==> src/rtl/ssf_bank_ctrl.sv <==
// SSF mapper bank-register controller: synchronised /TIME write qualification, seven slot
// registers and the SRAM control register. Optional write-protect via SSF_SRAM_WP_EN.
module ssf_bank_ctrl #(
  parameter int unsigned BANK_W         = 8,
  parameter int unsigned SYNC_STAGES    = 2,
  parameter int unsigned RESET_IDENTITY = 1
) (
  input  logic              vclk,
  input  logic              vres,
  input  logic              tme,
  input  logic              lwr,
  input  logic [22:0]       cart_address,
  input  logic [7:0]        cart_data_lo,
  output logic [BANK_W-1:0] rom_bank,
  output logic              sram_en,
  output logic              bank_wr_stb,
  output logic [2:0]        bank_wr_idx,
  output logic              busy
`ifdef SSF_SRAM_WP_EN
  ,
  output logic              sram_wp
`endif
);

`ifdef SSF_SRAM_WP_EN
  localparam int unsigned CtrlW = 2;
`else
  localparam int unsigned CtrlW = 1;
`endif

  typedef enum logic [1:0] {StIdle, StQual, StCommit, StRelease} state_e;

  state_e                 state_q, state_d;
  logic [SYNC_STAGES-1:0] sync_q, sync_d;
  logic [2:0]             idx_q, idx_d;
  logic [7:0]             data_q, data_d;
  logic                   valid_q, valid_d;
  logic                   stb_q, stb_d;
  logic [CtrlW-1:0]       ctrl_q, ctrl_d;
  logic [BANK_W-1:0]      slot_q [1:7];
  logic [BANK_W-1:0]      slot_d [1:7];

  logic wr_req, wr_s, commit_we, locked;
  logic [2:0] slot_sel;
  logic unused_bits;

  assign wr_req   = ~tme & ~lwr;
  assign wr_s     = sync_q[SYNC_STAGES-1];
  assign slot_sel = cart_address[20:18];
  assign unused_bits = ^{cart_address[22:21], cart_address[17:7], data_q};

`ifdef SSF_SRAM_WP_EN
  // The control register itself stays writable so the lock can be lifted.
  assign locked  = ctrl_q[1] && (idx_q != 3'd0);
  assign sram_wp = ctrl_q[1];
`else
  assign locked  = 1'b0;
`endif

  always_comb begin
    sync_d = {sync_q[SYNC_STAGES-2:0], wr_req};
  end

  always_comb begin
    state_d   = state_q;
    idx_d     = idx_q;
    data_d    = data_q;
    valid_d   = valid_q;
    commit_we = 1'b0;
    unique case (state_q)
      StIdle: begin
        if (wr_s) state_d = StQual;
      end
      StQual: begin
        // Strobe must survive two synced samples; otherwise treat it as a glitch.
        if (wr_s) begin
          idx_d   = cart_address[2:0];
          data_d  = cart_data_lo;
          valid_d = &cart_address[6:3];
          state_d = StCommit;
        end else begin
          state_d = StIdle;
        end
      end
      StCommit: begin
        commit_we = valid_q && !locked;
        state_d   = StRelease;
      end
      StRelease: begin
        if (!wr_s) state_d = StIdle;
      end
      default: state_d = StIdle;
    endcase
  end

  always_comb begin
    ctrl_d = ctrl_q;
    slot_d = slot_q;
    stb_d  = commit_we;
    if (commit_we) begin
      if (idx_q == 3'd0) begin
        ctrl_d = data_q[CtrlW-1:0];
      end
      for (int unsigned i = 1; i < 8; i++) begin
        if (idx_q == 3'(i)) slot_d[i] = data_q[BANK_W-1:0];
      end
    end
  end

  always_ff @(posedge vclk or negedge vres) begin
    if (!vres) begin
      state_q <= StIdle;
      sync_q  <= '0;
      idx_q   <= '0;
      data_q  <= '0;
      valid_q <= 1'b0;
      stb_q   <= 1'b0;
      ctrl_q  <= '0;
      for (int unsigned i = 1; i < 8; i++) begin
        slot_q[i] <= (RESET_IDENTITY != 0) ? BANK_W'(i) : '0;
      end
    end else begin
      state_q <= state_d;
      sync_q  <= sync_d;
      idx_q   <= idx_d;
      data_q  <= data_d;
      valid_q <= valid_d;
      stb_q   <= stb_d;
      ctrl_q  <= ctrl_d;
      slot_q  <= slot_d;
    end
  end

  // Slot 0 has no register and always maps bank 0.
  always_comb begin
    rom_bank = '0;
    for (int unsigned i = 1; i < 8; i++) begin
      if (slot_sel == 3'(i)) rom_bank = slot_q[i];
    end
  end

  assign sram_en     = ctrl_q[0];
  assign bank_wr_stb = stb_q;
  assign bank_wr_idx = idx_q;
  assign busy        = (state_q != StIdle);

endmodule

==> config.mk <==
export PLATFORM = sky130hd
export DESIGN_NAME = ssf_bank_ctrl
export DESIGN_NICKNAME = d
export VERILOG_FILES = /design/src/rtl/ssf_bank_ctrl.sv
export SDC_FILE = /design/constraint.sdc
export NUM_CORES = 1
export LEC_CHECK = 0
export CAP_MARGIN = 30
export CORE_MARGIN = 4
export CORE_UTILIZATION = 54
export DETAILED_ROUTE_END_ITERATION = 6
export PLACE_DENSITY = 0.87
export SLEW_MARGIN = 20
export SYNTH_ARGS = -nofsm -noshare
export SYNTH_HDL_FRONTEND = slang
export SYNTH_SLANG_ARGS = --single-unit
export TNS_END_PERCENT = 30
==> constraint.sdc <==
create_clock -name vclk -period 2.3 [get_ports vclk]
set_input_delay 0.575 -clock vclk [delete_from_list [all_inputs] [get_ports vclk]]
set_output_delay 0.575 -clock vclk [all_outputs]
set_load 0.005 [all_outputs]
Yosys cells after proc, flatten, opt, wreduce, memory -nomap -nowiden
Cells that the tools add are included.
W data, S select, Z words.
{"block": "op_classes", "reduce_logical": 14, "order_cmp": 0, "mul": 0, "n_div": 0, "n_eq_ne": 19, "n_bitwise": 3, "shifts": 0, "addsub": 0, "n_mux": 12}
{"op": "$mux W8", "n": 7}
{"op": "$eq A3 B3 Y1 const B", "n": 8}
{"op": "$reduce_and A2 Y1", "n": 10}
{"op": "$eq A3 B2 Y1 const B", "n": 4}
{"op": "$pmux W2 S4", "n": 1}
{"op": "$eq A3 B1 Y1 const B", "n": 2}
{"op": "$mux W2", "n": 3}
{"op": "$eq A2 B2 Y1 const B", "n": 2}
{"op": "$ne A2 B2 Y1 const B", "n": 2}
{"op": "$reduce_and A4 Y1", "n": 1}
{"op": "$logic_not A3 Y1", "n": 1}
{"op": "$eq A2 B1 Y1 const B", "n": 1}
{"op": "$logic_not A2 Y1", "n": 1}
{"op": "$not A1 Y1", "n": 2}
{"op": "$reduce_bool A2 Y1", "n": 1}
{"op": "$and A1 B1 Y1", "n": 1}
{"op": "$mux W1", "n": 1}
{"block": "word_totals", "out_inout_bits": 14, "latchBits": 0, "ramBits": 0, "mem_bits_ro": 0, "elab_cells": 62, "n_memories": 0, "regBits": 74, "in_bits": 35}

Longest topological paths before layout
{"block": "depth", "ltp_word": 8, "depth_mapped": 5, "depth_no_buf": 3}

Worst setup path before layout
No wires, ideal clock.
{"block": "synth_timing", "path_kind": "input-to-output", "start": "in cart_address[19]", "end": "out rom_bank[1]", "path_buffers": 2, "path_slack_ps": 181, "t_required_ps": 1725, "path_stages": 5, "t_arrival_ps": 1544, "path_cell_list": "clkbuf_1 -> clkbuf_1 -> nand3b_1 -> o211ai_1 -> a32o_1"}
{"block": "synth_via", "elab_chain_len": 8, "elab_cells_between_ends": 14, "classes_between": "7 x eq/ne; 7 x mux"}
{"element": "start: declaration", "line": "12", "rtl": "input logic [22:0] cart_address,"}
{"element": "$eq A3 B1 Y1", "line": "138", "rtl": "if (slot_sel == 3'(i)) rom_bank = slot_q[i];"}
{"element": "$mux W8 (6 in a row)", "line": "138"}
{"element": "$mux W8 *", "line": "138"}
{"element": "end: declaration", "line": "14", "rtl": "output logic [BANK_W-1:0] rom_bank,"}
Mark *: on every way between the ends. The rest lies on a longest branch, timed or not.

Worst setup path after layout
{"block": "layout_timing", "start": "in cart_address[19]", "end": "out rom_bank[5]"}
Same word-level chain as after synthesis.

==> out/metrics.yaml <==
status: "finished, final reports clean"
rows: 28
ant_nets: 0
overflow: 0
internal-power_mw: 3.43
max_cap_violations: 0
numCtsBuffers: 9
grt_pass1_wl_mm: 12.3
grt_max_degree: 72
multi_input_area_um2: 1430
rsz0062_at_grt: "yes"
syn_area_per_cell_um2: 13.8
startpoint: "cart_address[19]"
n_antenna_cell: 0
n_fill_cell: 420
cts_sinks: 74
crit_arrival_ps: 1680
finalHoldViolCount: 0
wl_per_cell_um: 19.6
reg2reg_from: "state_q[0]"
layout.cells.non_filler: 378
dieArea_um2: 7490
synth.ff_latch_count: 74
design_area_um2: 4220
setup_violations: 0
synth_nets: 276
seqPwrFrac_pct: 50.8
slew_headroom_pct: 66.2
synthesis.area_um2: 3330
yosysSeqAreaShare_pct: 56.0
cp-endpoint: "rom_bank[5]"
clock_path_buffers: 2
crit_fanout: 9
period_share_pct: 98.1
drive_gt1_share_pct: 44.2
drtPass1Iterations: 4
p_sw_mw: 1.39
drv_slew: 0
power_density_nw_per_um2: 1140
gp_congestion: 0.785
dpl.hpwl_mm: 4.46
period_needed_ps: 2260
io_pins: 49
final_util_pct: 70.8
whs_ps: 32.8
core-area_um2: 5960
finClkSkew_ps: 6.86
path_clk_slew_ps: 80
hp-class: "input pin to async pin"
gr-usage-all-layers_pct: 21.6
power_frac_comb_pct: 25.0
io_buffers: 35
swShare_pct: 28.8
dieWidth_um: 86.6
ys_types: 29
dp_cells: 357
seq_area_um2: 1870
antenna_found_initial: 0
fin_nets: 333
r2r_end: "slot_q[42]"
cts_max_level: 3
synth_cells: 241
crit_required_ps: 1730
regToRegSetupSlack_ps: 320
ctsHoldBuffers: 0
reg2regPathDepth: 3
critical_path_class: "input pin to primary output"
die_h_um: 86.6
clkPwrFrac_pct: 24.3
area_growth_pct: 26.5
yosysWarnings: 0
irDropWorstVdd_v: 0.000588
power_leakage_nw: 1.90
drc: 0
cp-start-kind: "input pin"
endpoint_kind: "primary output"
initial_core_util_pct: 55.9
root_buffer: "clkbuf_8"
postPlaceCellArea_um2: 3880
num_vias: 2226
dr.first_iter.drc_count: 141
vias_per_cell: 5.89
wl_mm: 7.42
cts_tree: "yes"
clock.fmax_ghz: 0.443
grt_pass1_vias: 2482
tightest_slew_ps: 507
clk_latency_ps: 340
==> sequential cells by signal (all words and copies together) (netlist names), named ones only <==
signal       flops
slot_q          56
data_q           8
valid_q          1
sram_en          1
sync_q           2
bank_wr_stb      1
state_q          1
bank_wr_idx      3
==> critical path, stage by stage <==
cell and delay [ps]:
buf_2 130, buf_6 140, buf_4 130, a21oi_2 120, o211ai_1 100, a32o_1 220
dlygate4sd2_1 260
==> cell usage in the layout, fill, tap and decap left out, types with 5 or more instances in the layout <==
| master | n |
|---|---|
| mux2i_1 | 17 |
| o211ai_1 | 6 |
| clkbuf_8 | 12 |
| mux2_2 | 69 |
| o22ai_1 | 5 |
| clkdlybuf4s50_1 | 23 |
| dlygate4sd2_1 | 8 |
| nand3b_1 | 9 |
| dfrtp_1 | 62 |
| buf_4 | 16 |
| o2bb2ai_1 | 5 |
| dfstp_2 | 12 |
| a21oi_1 | 6 |
==> Yosys cell counts <==
library cell	count	area [um^2]
nand3b_1	9	67.6
a21oi_1	8	40.0
nor4b_1	1	8.76
nor3_4	1	16.3
or3b_1	1	8.76
nand2_1	4	15.0
buf_2	4	20.0
or4b_1	1	10.0
dfrtp_1	62	1550
nand4b_1	3	26.3
and3b_1	1	8.76
o22ai_1	5	31.3
and2_1	1	6.26
nor2_2	2	12.5
or2_2	1	6.26
nand3_1	1	5.00
dfstp_2	12	315
clkbuf_1	7	26.3
nor3_2	1	10.0
a32o_1	3	30.0
mux2_2	69	777
o21ai_0	7	35.0
nand4_1	1	6.26
buf_1	2	7.51
mux2i_1	18	180
o211ai_1	6	45.0
nand2b_1	1	6.26
o2bb2ai_1	5	43.8
nor2_1	4	15.0
==> metal layers <==
layer / share of wire [%] / global-route usage, % / up-vias
met5: 0 / 0 / -
met4: 3.1 / 11.3 / 0
met3: 3.9 / 4.66 / 22
met2: 49 / 34.9 / 58
met1: 44 / 27.3 / 1134
li1: - / - / 1012
==> worst min-delay path by stage <==
stage	to	cells past startpoint
2_1_floorplan	async pin	0
3_3_place_gp	sync_q[1]	0
3_5_place_dp	sync_q[1]	0
4_1_cts	slot_q[5]	1
5_1_grt	slot_q[6]	1
6_report	slot_q[5]	1
==> metrics by stage <==
stage                     power (mW)  worst slack [ps]  TNS, ps
after floorplan                 3.10               181        0
after global placement          3.54              -519    -4000
after detailed placement        3.63              -562    -4220
after CTS                       4.81              54.3        0
after global routing            5.09             -7.43    -7.43
final                           4.82              44.6        0
==> final cells by class <==
class                   count  area share [%]
flip-flops and latches     74            44.3
multi-input cells         154            33.8
repair buffers             59            14.0
clock buffers              12            3.92
well taps                  75            2.23
clock inverters             4            1.72
==> timing repair <==
action                                  4_1_cts  5_1_grt
gates resized for setup                      29        5
endpoints found under the setup margin        8        3
setup buffers                                 2        0
pin swaps                                     3        1
cloned                                        3        0
==> cell families after synthesis <==
kind of cell,Yosys count,share of synthesized area (%)
simple gates,33,6.87
compound gates,34,6.76
flops,74,56.0
buf+inv,13,1.61
mux,87,28.7
==> power by group through the flow <==
stage / clock network (mW) / logic (mW) / registers (mW)
6_report: 1.17 / 1.20 / 2.45
5_1_grt: 1.24 / 1.32 / 2.53
4_1_cts: 1.18 / 1.20 / 2.43
3_5_place_dp: 0 / 1.20 / 2.44
3_3_place_gp: 0 / 1.15 / 2.39
2_1_floorplan: 0 / 0.841 / 2.26
No activity file was read; power rests on OpenSTA's default activity.
==> variant 1: new RTL, config.mk and constraints unchanged <==
Add a define of `SSF_SRAM_WP_EN`.
--- a/src/rtl/ssf_bank_ctrl.sv
+++ b/src/rtl/ssf_bank_ctrl.sv
@@ -1,4 +1,6 @@
 // SSF mapper bank-register controller: synchronised /TIME write qualification, seven slot
 // registers and the SRAM control register. Optional write-protect via SSF_SRAM_WP_EN.
+`define SSF_SRAM_WP_EN
+
 module ssf_bank_ctrl #(
   parameter int unsigned BANK_W         = 8,
Function (old outputs only; new: sram_wp): changed (Yosys sat finds a counterexample within 10 cycles, from zero or initial values).
==> variant 1 against the unedited design <==
- sequential cell count up 1
- routed wire length down 3.9%
- final cell count down 0.53%
- critical endpoint is now rom_bank[1]
- synthesized area up 3.4%
- setup slack better by 0.020 ns
- core utilization down 0.38 points
- via count about the same
- critical path type unchanged
- final area up 1.2%
- total power down 1.0%
==> variant 1: results (changes against the unedited design) <==
cts repair resizes=44 (+52%); Post-synth ARST share=1.000 (unchanged); slew of the pin with the lowest slew margin=0.5362 ns (+0.02917 ns); met1 usage=0.2707 (-0.002066); synth top area cells=dfrtp_1 46%, mux2_2 20%, dfstp_2 9.2%; invs w/o clock=1 (+1); buffer share of cell area=0.1261 (-0.01430); dpl cells=354 (-0.84%); Post-Synth Adder-Cell Area=0.002906 (+0.002906); Avg Synthesized Cell Area=14.12 µm² (+2.1%); PortBufs=36 (+2.9%); Post-CTS Setup Bufs=5 (+3); clock share of power=0.234 (-0.009); met3 usage=0.05738 (+0.01081); Iter 0 DRT Violations=122 (-13%); Leak=1.945 nW (+2.3%); Yosys reg bits=75 (+1.4%); largest net degree at the start of global routing=76 (+5.6%); Post-Syn Nets=279 (+1.1%); status=finished clean; post-detailed-routing wire length=7133 µm (-3.9%); Yosys cell types=35 (+21%); GR Util All Layers=0.2059 (-0.01017); Critical-path top delay cell=bufbuf_16; Crit path largest cell delay=0.30 ns (+0.04 ns); later-pin clock latency in the skew report=roughly 0.35 ns; Area after DPL=3964 µm² (+2.0%); Final nets=331 (-0.60%); Buffers, non-clock=54 (-8.5%); WL met3=298 µm (+2.1%); multi-input combinational area share=0.3563 (+0.01822); hpwl dp=4504 µm (+1.0%); gpl congestion=0.8258 (+5.2%); multi-input logic area=1520 µm² (+6.7%); register share of the cell area=0.4434 (+0.0005394); metal2 WL=3460 µm (-5.2%); Max FO, Critical Path=13 (+4); first-pass GRT wire length=11870 µm (-3.2%); mux contribution to synthesized area=0.2753 (-0.01193); share of cells above drive strength 1=0.4718 (+0.02952); Max IR drop VDD=0.7271 mV (+24%); CP startpoint=cart_address[20]; pre-CTS WS=-0.6585 ns (-0.09636 ns); met2 Use GR=0.3329 (-0.01622); Int Pwr=3.401 mW (-0.77%); Final Skew=0.01076 ns (+0.003901 ns); number of global-route vias before repair=2369 (-4.6%); Clock buffer cells=12 (unchanged); Critical R2R Launch=bank_wr_idx[2]; Worst Path Arrival=1.66 ns (-0.02 ns); clock network area share=0.05132 (-0.005077); met1 WL=3282 µm (+0.86%); count of multi-input combinational gates=155 (+0.65%); NetSw=1.367 mW (-1.6%); Layout Cells excl Fill=376 (-0.53%); filler instances=416 (-0.95%)
-- variant 1: cell count changes in the layout (fill, tap and decap cells not counted), sizes merged, moves of 3 or more --
cell / before / now
a221oi: 0 / 5
a21oi: 8 / 5
o22ai: 5 / 0
a32o: 3 / 0
nand4: 1 / 4
o211ai: 6 / 3
dlygate4sd2: 8 / 0
mux2i: 18 / 13
o21ba: 0 / 5
o21ai: 7 / 1
a22o: 0 / 3
and4b: 0 / 3
-- variant 1: path summary, 6_finish.rpt --
check	endpoint	slack [ns]	depth (start not counted)
worst max-delay path	rom_bank[1]	0.06	6
worst min-delay path	slot_q[31]	0.23	2
worst max register to register	slot_q[38]	0.44	3
worst min register to register	sync_q[1]	0.36	0
max in group asynchronous	slot_q[1]	1.71	2
min in group vclk	sync_q[1]	0.36	0
-- variant 1: worst register-to-register path, stage by stage (launching register included) --
cell      delay (ns)
dfrtp_1         0.43
and4bb_4        0.37
and4b_1         0.54
mux2_2          0.40
